==> src/rtl/mem_stage.sv <==
// mem_stage: EX/MEM pipeline register, req/ack data-memory access, lane steering.
// Optional misaligned-access trap enabled by defining MEM_MISALIGN_TRAP_EN.
module mem_stage #(
  parameter int DMEM_AW = 32,
  parameter int CNT_W   = 32
) (
  input  logic               clk,
  input  logic               rst,
  input  logic               EX_vld,
  input  logic [31:0]        EX_alu_res,
  input  logic [31:0]        EX_mem_din,
  input  logic [1:0]         EX_mem_op,
  input  logic [2:0]         EX_mem_size,
  input  logic [4:0]         EX_rd,
  output logic               MEM_busy,
  output logic               MEM_vld,
  output logic [31:0]        MEM_data,
  output logic [4:0]         MEM_rd,
  output logic               MEM_wb_en,
  output logic               MEM_misaligned,
  output logic               dmem_req,
  output logic               dmem_we,
  output logic [DMEM_AW-1:0] dmem_addr,
  output logic [3:0]         dmem_be,
  output logic [31:0]        dmem_wdata,
  input  logic               dmem_ack,
  input  logic [31:0]        dmem_rdata,
  output logic [CNT_W-1:0]   stall_cnt
);

  localparam logic [0:0] IDLE   = 1'b0;
  localparam logic [0:0] ACCESS = 1'b1;

  logic [0:0]  state;
  logic [31:0] a_addr;
  logic [2:0]  a_size;
  logic [4:0]  a_rd;
  logic        a_st;

  logic        is_ld;
  logic        is_st;
  logic        is_mem;
  logic        trap;
  logic [3:0]  st_be;
  logic [31:0] st_wdata;
  logic [15:0] lane_h;
  logic [7:0]  lane_b;
  logic [31:0] ld_data;

  assign is_ld    = (EX_mem_op == 2'b01);
  assign is_st    = (EX_mem_op == 2'b10);
  assign is_mem   = is_ld | is_st;
  assign MEM_busy = (state == ACCESS);

`ifdef MEM_MISALIGN_TRAP_EN
  logic mis;

  assign mis = ((EX_mem_size[1:0] == 2'b01) && EX_alu_res[0]) ||
               ((EX_mem_size == 3'b010) && (EX_alu_res[1:0] != 2'b00));
  assign trap = EX_vld && is_mem && mis;

  always_ff @(posedge clk) begin
    if (rst)
      MEM_misaligned <= 1'b0;
    else
      MEM_misaligned <= (state == IDLE) && trap;
  end
`else
  assign trap           = 1'b0;
  assign MEM_misaligned = 1'b0;
`endif

  // Store lanes; funct3 codes other than B/H store a full word.
  always_comb begin
    st_be    = 4'b1111;
    st_wdata = EX_mem_din;
    case (EX_mem_size[1:0])
      2'b00: begin
        st_be    = 4'b0001 << EX_alu_res[1:0];
        st_wdata = {4{EX_mem_din[7:0]}};
      end
      2'b01: begin
        st_be    = EX_alu_res[1] ? 4'b1100 : 4'b0011;
        st_wdata = {2{EX_mem_din[15:0]}};
      end
      default: ;
    endcase
  end

  // Halfword lane ignores addr[0], so unaligned H loads truncate naturally.
  assign lane_h = a_addr[1] ? dmem_rdata[31:16] : dmem_rdata[15:0];
  assign lane_b = a_addr[0] ? lane_h[15:8] : lane_h[7:0];

  always_comb begin
    ld_data = dmem_rdata;
    case (a_size)
      3'b000:  ld_data = {{24{lane_b[7]}}, lane_b};
      3'b001:  ld_data = {{16{lane_h[15]}}, lane_h};
      3'b100:  ld_data = {24'h0, lane_b};
      3'b101:  ld_data = {16'h0, lane_h};
      default: ld_data = dmem_rdata;
    endcase
  end

  always_ff @(posedge clk) begin
    if (rst) begin
      state      <= IDLE;
      a_addr     <= '0;
      a_size     <= '0;
      a_rd       <= '0;
      a_st       <= 1'b0;
      MEM_vld    <= 1'b0;
      MEM_data   <= '0;
      MEM_rd     <= '0;
      MEM_wb_en  <= 1'b0;
      dmem_req   <= 1'b0;
      dmem_we    <= 1'b0;
      dmem_addr  <= '0;
      dmem_be    <= '0;
      dmem_wdata <= '0;
      stall_cnt  <= '0;
    end else begin
      unique case (state)
        IDLE: begin
          if (trap) begin
            MEM_vld   <= 1'b0;
            MEM_wb_en <= 1'b0;
            MEM_data  <= EX_alu_res;
          end else if (EX_vld && is_mem) begin
            state      <= ACCESS;
            MEM_vld    <= 1'b0;
            a_addr     <= EX_alu_res;
            a_size     <= EX_mem_size;
            a_rd       <= EX_rd;
            a_st       <= is_st;
            dmem_req   <= 1'b1;
            dmem_we    <= is_st;
            dmem_addr  <= {EX_alu_res[DMEM_AW-1:2], 2'b00};
            dmem_be    <= is_st ? st_be : 4'b1111;
            dmem_wdata <= st_wdata;
          end else if (EX_vld) begin
            MEM_vld   <= 1'b1;
            MEM_data  <= EX_alu_res;
            MEM_rd    <= EX_rd;
            MEM_wb_en <= (EX_rd != 5'd0);
          end else begin
            MEM_vld <= 1'b0;
          end
        end
        ACCESS: begin
          if (stall_cnt != '1)
            stall_cnt <= stall_cnt + CNT_W'(1);
          if (dmem_ack) begin
            state    <= IDLE;
            dmem_req <= 1'b0;
            MEM_vld  <= 1'b1;
            MEM_rd   <= a_rd;
            if (a_st) begin
              MEM_data  <= a_addr;
              MEM_wb_en <= 1'b0;
            end else begin
              MEM_data  <= ld_data;
              MEM_wb_en <= (a_rd != 5'd0);
            end
          end
        end
      endcase
    end
  end

endmodule

==> config.mk <==
export PLATFORM = sky130hd
export DESIGN_NAME = mem_stage
export DESIGN_NICKNAME = d
export VERILOG_FILES = /design/src/rtl/mem_stage.sv
export SDC_FILE = /design/constraint.sdc
export NUM_CORES = 1
export LEC_CHECK = 0
export CORE_ASPECT_RATIO = 0.5
export CORE_MARGIN = 2
export CORE_UTILIZATION = 42
export DETAILED_ROUTE_END_ITERATION = 16
export PLACE_DENSITY = 0.83
export SYNTH_ARGS = -nofsm -noshare
export SYNTH_HDL_FRONTEND = slang
export SYNTH_SLANG_ARGS = --single-unit
==> constraint.sdc <==
create_clock -name clk -period 2.1 [get_ports clk]
set_input_delay 0.315 -clock clk [delete_from_list [all_inputs] [get_ports clk]]
set_output_delay 0.315 -clock clk [all_outputs]
set_load 0.02 [all_outputs]
==> results of run 1 <==
critical path: stages (launching register included):
cell and delay (ns):
dfxtp_2 0.35, buf_6 0.26, clkdlybuf4s50_1 0.65
logic make-up (layout without fill, tap and decap cells):
| logic type | Yosys count | in the layout | share of synthesized area [%] |
|---|---|---|---|
| multiplexers | 34 | 34 | 4.69 |
| adder cells (fa/ha/maj) | 2 | 2 | 0.321 |
| flip-flops | 150 | 150 | 38.6 |
| XOR/XNOR | 6 | 6 | 0.675 |
| other | 1 | 3 | 0.0482 |
| buffers and inverters | 147 | 366 | 9.01 |
| AND/OR/NAND/NOR | 401 | 401 | 24.1 |
| AO/OA/AOI/OAI | 293 | 293 | 22.6 |
flip-flops by register name, indices dropped and copies added, names as in the netlist, 3 cells and up:
| signal | cells |
|---|---|
| MEM_data | 32 |
| MEM_rd | 5 |
| a_addr | 32 |
| a_rd | 5 |
| a_size | 3 |
| dmem_be | 4 |
| dmem_wdata | 32 |
| stall_cnt | 32 |
stage by stage:
| step | hold WS (ns) | total power, W | TNS, ns | instance area, sq um |
|---|---|---|---|---|
| finish | 0.321 | 0.00793 | 0 | 11100 |
| global route | 0.318 | 0.00825 | 0 | 11100 |
| CTS | 0.304 | 0.00796 | 0 | 11100 |
| detailed placement | 0.447 | 0.00505 | -3.13 | 10500 |
| global placement | 0.443 | 0.00501 | -2.19 | 10500 |
| floorplan | 0.414 | 0.00417 | 0 | 7790 |
worst max-delay path by stage:
stage                          endpoint  depth (start not counted)
after floorplan           stall_cnt[23]                          6
after detailed placement   MEM_data[30]                          7
after CTS                 stall_cnt[22]                          6
after global routing      stall_cnt[29]                          5
after global placement     MEM_data[23]                          7
final                          MEM_busy                          2
area by class of cell:
| type | instances | area [sq um] | area share, % |
|---|---|---|---|
| timing repair buffer | 301 | 3010 | 27.1 |
| multi-input combinational | 739 | 4110 | 37.0 |
| clock buffer | 18 | 439 | 3.95 |
| tap | 240 | 300 | 2.70 |
| sequential | 150 | 3010 | 27.1 |
| inverter | 33 | 124 | 1.12 |
| clock inverter | 14 | 116 | 1.05 |
power by group:
part           switching, W  internal, W
Combinational      0.000985     0.000865
Clock               0.00134      0.00158
Sequential         0.000126      0.00303
Total               0.00245      0.00548
layer usage:
layer	vias to the layer above	part of all wire [%]	global-route usage, %	wire length (um)
li1	4017	-	-	-
met5	-	0	0	0
met3	67	5.6	4.77	1480
met4	0	3.4	11.7	886
met1	3918	43	32.5	11200
met2	310	48	44.2	12600
placed cells by master, fill, tap and decap left out, types with 3 or more instances in the layout:
master,count
nand3b_1,3
nand3_1,16
dfxtp_1,147
conb_1,3
or3_1,12
and4_1,4
a211oi_1,28
nor3_1,32
clkbuf_16,17
inv_6,7
and2_1,6
nor2_1,91
xor2_1,4
mux2i_1,23
nand4_1,7
o311ai_0,6
o2111ai_1,3
dfxtp_2,3
nor3b_1,7
inv_1,33
a221oi_1,8
mux2_2,9
a31oi_1,10
nand2_1,176
a311oi_1,10
o21ai_0,65
a21oi_1,124
buf_4,42
or4_1,13
nand2b_1,18
clkdlybuf4s50_1,248
buf_12,10
clkinv_4,3
o31ai_1,13
nor2b_1,4
a21o_1,10
timing repair:
item,CTS,global route
pin swaps,0,0
setup buffers,0,0
endpoints found under the setup margin,1,7
gates resized for setup,1,3
Yosys cell counts (5+ instances only):
cell,n,share of area [%]
nand2_1,176,8.5
inv_1,33,1.6
nand4_1,7,0.56
nor3b_1,7,0.67
a211oi_1,28,2.7
a311oi_1,10,1.1
and4_1,5,0.56
a21oi_1,124,8.0
nor3_1,32,2.1
nor2_1,91,4.4
a221oi_1,8,0.90
and2_1,6,0.48
dfxtp_1,150,39
o31ai_1,13,1.3
mux2i_1,23,3.0
or4_1,13,1.3
nand2b_1,19,1.5
o21ai_0,65,4.2
nand3_1,16,1.0
a21o_1,10,0.96
mux2_2,9,1.3
a31oi_1,10,0.80
or3_1,12,0.96
nor2b_1,5,0.40
buf_4,33,3.2
clkbuf_1,71,3.4
o311ai_0,6,0.67
==> metrics.cfg, run 1 <==
[layout]
final_cell_count_no_fill = 1495
drive_above_1_share_pct = 8.61
n_antenna_cell = 0
nets = 1354
syn2layout_area_growth_pct = 42.6
fill_cells = 1529
final_util_pct = 60.8

[min_path]
min_delay_path_depth = 2
min_path_type = primary input to flop
min_from = rst
hold_end = stall_cnt[8]

[global_routing]
grt_pass1_wl_mm = 41.0
antenna_found_initial = 0
grt_usage_pct = 26.0
grt_start_max_net_pins = 55
grt_pass1_vias = 7942
grt_overflow = 0

[sta]
setup_violations = 0
clock.fmax_mhz = 498
hold_violations = 0
drv_slew = 0
grt_setup_unrepaired = false
post-route-period-util_pct = 95.6
skew_ns = 0.0110
finalCriticalPeriod_ns = 2.01
finalWorstSetupSlack_ns = 0.0926

[yosys]
netlist_instances = 1034
seq_area_frac_synth_pct = 38.6
synthesis.area_sq_mm = 0.00779
synth_top_flop_cell = dfxtp_1
synth_enable_flop_cells = 0
async_reset_ff_share_pct = 0
yosys_warnings = 0
synth.ff_latch_count = 150
synthDistinctLibCells = 60
avgSynthCellArea_sq_um = 7.53

[route]
viasPerCell = 5.56
ant_nets = 0
drt-pass1-iter-count = 5
via_count = 8312
drc = 0
drt-total-wl_mm = 26.2
drtIter0Drc = 577
wl_per_cell_um = 17.5

[worst_setup_path]
cp-start-kind = flop
path_max_fanout = 29
worstSetupPathType = flop to output port
rrSetupSlack_ns = 0.11
r2r_cells = 5
endpoint_kind = output port
cp-startpoint = MEM_busy
reg2reg_from = stall_cnt[9]
critPathArrivalTime_ns = 1.69
required_ns = 1.78
reg2reg_to = stall_cnt[22]

[pwr]
ir_drop_mv = 0.629
pwr_density_cell_mw_per_mm2 = 714
power.leakage_nw = 4.07

[place]
pre_cts_slack_ns = -0.216
post-place-cells = 1463
hpwlAfterDp_mm = 19.1
io_buffers = 249
place.gp.congestion = 0.960

[cts]
cts_max_level = 4
cts_tree = done
cts-root-buf = clkbuf_16
clock_latency_ns = 0.42
cts_buffers = 17
clockBufferDepth = 2
cts_hold_buf = 0
clock_sinks = 150
clk_pin_slew_ns = 0.07

[die]
rows = 35
die_h_um = 100
die-area_sq_mm = 0.0197
start_util_pct = 42.6
io_pins = 253
core_area_sq_mm = 0.0183
fp.dieW_um = 197

[run]
cap_violations = 0

[run_status]
status = complete, no violations

No activity file was read; power rests on OpenSTA's default activity.
==> inputs of run 2 (changes only) <==
Settings changed: ABC_AREA set to 1, CORE_UTILIZATION 42 to 58, CTS_CLUSTER_DIAMETER set to 50, DONT_BUFFER_PORTS set to 1, PLACE_DENSITY 0.83 to 0.82.
==> metrics.cfg, run 2 <==
[yosys]
seq_area_frac_synth_pct = 38.4
synth.ff_latch_count = 150
netlist.top_cell.by_area = dfxtp_1
netlist_instances = 1187
synth_top_flop_cell = dfxtp_1
synth.area.top_cells = dfxtp_1, nand2_1, a21oi_1
synthesis.area_sq_mm = 0.00782
synth_enable_flop_cells = 0
yosysMostFrequentCell = nand2_1
avgSynthCellArea_sq_um = 6.59
async_reset_ff_share_pct = 0
yosys-top-cells-count = nand2_1, a21oi_1, dfxtp_1
synthDistinctLibCells = 32
synth_top_area_share_pct = 38.4
yosys_warnings = 0

[cts]
cts_tree = done
clk_pin_slew_ns = 0.06
cts-root-buf = clkbuf_16
cts_buffers = 17
cts_max_level = 4
clock_sinks = 150
clock_latency_ns = 0.42
clockBufferDepth = 2

[sta]
worstMarginPinSlew_ns = 0.580
drv_slew = 0
relSlewSlack_pct = 61.3
setup_violations = 0
finalCriticalPeriod_ns = 1.87
clock.fmax_mhz = 534
post-route-period-util_pct = 89.1
fin_setup_tns_ns = 0
hold_violations = 0
finalWorstSetupSlack_ns = 0.229
skew_ns = 0.0125
grt_setup_unrepaired = false
whs_ns = 0.0398

[place]
io_buffers = 0
hpwlAfterDp_mm = 17.2
placed_cell_area_sq_mm = 0.00786
place.gp.congestion = 0.941
pre_cts_slack_ns = 0.245

[layout]
fill_cells = 1148
layout_commonest_cell = nand2_1
drive_above_1_share_pct = 8.83
syn2layout_area_growth_pct = 8.78
nets = 1266
n_antenna_cell = 0
final_area_sq_mm = 0.00851
layout_common_cells = nand2_1, a21oi_1, dfxtp_1

[die]
rows = 29
io_pins = 253
fp.dieW_um = 168
start_util_pct = 60.5
core_area_sq_mm = 0.0129
die-area_sq_mm = 0.0145
die_h_um = 86.1

[pwr]
pwr_density_cell_mw_per_mm2 = 900
ir_drop_mv = 0.591
power.leakage_nw = 3.33

[global_routing]
grt_pass1_wl_mm = 38.1
grt_start_max_net_pins = 58
grt_usage_pct = 33.1
grt_overflow = 0
grt_pass1_vias = 7386
antenna_found_initial = 1

[worst_setup_path]
rrSetupSlack_ns = 0.23
critPathArrivalTime_ns = 2.21
required_ns = 2.44
slowest_stage = inv_2
cp_cell_sequence = ha_1 -> nand2_2 -> nor2_4 -> nand2_4 -> nor2_4 -> nand2_2 -> nand2_4 -> inv_2 -> nand2_1 -> a21oi_1
path_max_fanout = 31
cpPeakStageDelay_ns = 0.46
r2r_cells = 10
worstSetupPathType = flop to flop
cp-start-kind = flop
endpoint_kind = flop

[route]
drc = 0
viasPerCell = 6.04
drt-pass1-iter-count = 6
drtIter0Drc = 860
ant_nets = 0
drt-total-wl_mm = 24.3
via_count = 8069
wl_per_cell_um = 18.1

[run]
cap_violations = 0

[min_path]
min_delay_path_depth = 2
min_path_type = primary input to flop

[run_status]
status = complete, no violations

-- run 2: cell count changes in the layout (fill, tap and decap cells not counted), moves of 18 or more --
cell	change
nor3_1	-27
a211oi_1	-25
nand2_1	+152
mux2i_1	-23
inv_1	+41
o21ai_0	+46
clkdlybuf4s50_1	-248
a21oi_1	+67
nand3_1	+34
nand2b_1	-18
a31oi_1	+20
-- run 2: kinds of logic (layout without fill, tap and decap cells) --
| family | after synthesis | in the layout | synth area share [%] |
|---|---|---|---|
| other | 1 | 3 | 0.0479 |
| AO/OA/AOI/OAI | 352 | 352 | 23.8 |
| XOR/XNOR | 13 | 13 | 1.46 |
| adder cells (fa/ha/maj) | 2 | 2 | 0.320 |
| buffers and inverters | 190 | 168 | 11.4 |
| AND/OR/NAND/NOR | 479 | 479 | 24.6 |
| flip-flops | 150 | 150 | 38.4 |
-- run 2: cell type report --
| type | count | area (sq um) | area share, % |
|---|---|---|---|
| Multi-Input combinational cell | 849 | 3950 | 46.4 |
| Timing Repair Buffer | 54 | 425 | 5.00 |
| Clock inverter | 14 | 183 | 2.15 |
| Sequential cell | 150 | 3000 | 35.3 |
| Tap cell | 170 | 213 | 2.50 |
| Inverter | 82 | 308 | 3.62 |
| Clock buffer | 18 | 429 | 5.04 |
-- run 2: metrics by stage --
step / utilization [%] / std cells / total power (W)
6_report: 65.9 / 1337 / 0.00766
4_1_cts: 65.8 / 1337 / 0.00765
3_3_place_gp: 60.9 / 1304 / 0.00442
3_5_place_dp: 60.9 / 1304 / 0.00445
2_1_floorplan: - / 1189 / 0.00428
5_1_grt: 65.9 / 1337 / 0.00794
-- run 2: path summary, 6_finish.rpt --
| check | from | end |
|---|---|---|
| worst max-delay path | stall_cnt[0] | stall_cnt[28] |
| worst min-delay path | EX_alu_res[9] | a_addr[9] |
| worst min register to register | a_rd[2] | MEM_rd[2] |
| worst max register to register | stall_cnt[0] | stall_cnt[28] |
-- run 2: where the power goes --
group          internal, W  leakage (nW)  switching (W)
Clock              0.00198         0.300        0.00123
Sequential         0.00306          1.23       0.000409
Combinational     0.000310          1.80       0.000670
-- run 2: metal layers --
layer  routed length (um)  global-route usage, %
met1                 9670                   41.4
met5                   13                      0
met3                 2660                   10.3
met2                11200                   53.9
met4                  737                   13.4
-- run 2: what timing repair did --
| action | 4_1_cts | 5_1_grt |
|---|---|---|
| gates resized for setup | 0 | 1 |
| hold buffers | 1 | 0 |
| endpoints found under the hold margin | 57 | 0 |
| endpoints found under the setup margin | 0 | 1 |
| setup buffers | 0 | 0 |
-- run 2: critical path: cells and delay by family, from the launching register on --
kind / cells / cell delay (ns)
simple gates: 7 / 0.63
fa+ha+maj: 1 / 0.22
compound gates: 1 / 0.17
flops: 1 / 0.31
buf+inv: 1 / 0.46
==> inputs of run 3 (changes only) <==
Settings changed: RECOVER_POWER set to 50.
==> metrics.cfg, run 3 (synthesis results as in run 2) <==
[run_status]
status = complete, no violations

[global_routing]
grt_start_max_net_pins = 58
grt_pass1_vias = 7386
antenna_found_initial = 1
grt_overflow = 0
grt_pass1_wl_mm = 38.1
grt_usage_pct = 33.1

[cts]
cts-root-buf = clkbuf_16
postCtsSetupBuffers = 0
cts_buffers = 17
clock_latency_ns = 0.42
clockBufferDepth = 2
cts_tree = done
cts_max_level = 4
clk_pin_slew_ns = 0.06
clock_sinks = 150

[place]
io_buffers = 0
post-place-cells = 1304
hpwlAfterDp_mm = 17.2
place.gp.congestion = 0.941
pre_cts_slack_ns = 0.245
placed_cell_area_sq_mm = 0.00786

[sta]
clock.fmax_mhz = 527
post-route-period-util_pct = 90.4
relSlewSlack_pct = 45.1
setup_violations = 0
finalWorstSetupSlack_ns = 0.202
fin_setup_tns_ns = 0
grt_setup_unrepaired = false
hold_violations = 0
drv_slew = 0
worstMarginPinSlew_ns = 0.824
skew_ns = 0.0119
finalCriticalPeriod_ns = 1.90

[die]
die_h_um = 86.1
fp.dieW_um = 168
rows = 29
die-area_sq_mm = 0.0145
core_area_sq_mm = 0.0129
io_pins = 253
start_util_pct = 60.5

[route]
ant_nets = 0
drc = 0
drtIter0Drc = 924
drt-total-wl_mm = 24.3
wl_per_cell_um = 18.2
viasPerCell = 6.03
drt-pass1-iter-count = 5
via_count = 8062

[min_path]
min_path_type = primary input to flop

[pwr]
ir_drop_mv = 0.593
power.leakage_nw = 3.20
pwr_density_cell_mw_per_mm2 = 912
p_total_w = 0.00765

[layout]
fill_cells = 1181
regArea_sq_mm = 0.00300
drive_above_1_share_pct = 6.17
final_cell_count_no_fill = 1337
multi_input_area_sq_mm = 0.00395
layout_commonest_cell = nand2_1
n_antenna_cell = 0
layout_common_cells = nand2_1, a21oi_1, dfxtp_1
syn2layout_area_growth_pct = 7.28
final_area_sq_mm = 0.00839
nets = 1266

[worst_setup_path]
required_ns = 2.37
critPathArrivalTime_ns = 2.17
cp-start-kind = flop
endpoint_kind = flop
path_max_fanout = 22
worstSetupPathType = flop to flop

[run]
cap_violations = 0

==> run 3: metrics by stage <==
step	hold slack (ns)	utilization, %
finish	0.0391	65.0
global route	0.0341	65.0
CTS	0.0301	65.8
detailed placement	0.390	60.9
global placement	0.388	60.9
floorplan	0.444	-
==> run 3: worst paths after layout <==
| check | to | startpoint | slack, ns | cells past startpoint |
|---|---|---|---|---|
| worst max-delay path | MEM_data[8] | MEM_busy | 0.20 | 8 |
| worst min-delay path | a_addr[9] | EX_alu_res[9] | 0.04 | 2 |
| worst max register to register | MEM_data[8] | MEM_busy | 0.20 | 8 |
| worst min register to register | MEM_rd[2] | a_rd[2] | 0.47 | 2 |
==> run 3: cell type report <==
type | instances | area share, %
clock inverter | 14 | 2.18
tap | 170 | 2.54
timing repair buffer | 54 | 3.67
multi-input combinational | 849 | 47.0
clock buffer | 18 | 5.11
inverter | 82 | 3.67
sequential | 150 | 35.8
==> run 3: repair_timing <==
item                                   CTS  global route
resized for setup                        0             1
setup endpoints to repair                0             1
hold buffers                             1             0
endpoints found under the hold margin   57             0
==> run 3: power breakdown <==
| part | switching [W] | total (W) | internal [W] |
|---|---|---|---|
| Clock | 0.00122 | 0.00321 | 0.00198 |
| Combinational | 0.000671 | 0.000976 | 0.000305 |
| Sequential | 0.000409 | 0.00347 | 0.00306 |
==> run 3: layer usage <==
metal | vias up | wire (um) | track usage, %
met5 | - | 0 | 0
met4 | 0 | 685 | 13.4
met3 | 71 | 2810 | 10.3
met2 | 484 | 11200 | 53.9
met1 | 3669 | 9660 | 41.4
li1 | 3838 | - | -
==> run 3: worst max-delay path, stage by stage, from the launching register on <==
cell and delay (ns):
dfxtp_1 0.50, clkinv_1 0.13, buf_4 0.24, nor2_2 0.33, inv_2 0.16, a21oi_1 0.14
nand3_1 0.09, nand2_1 0.09, a21oi_1 0.06
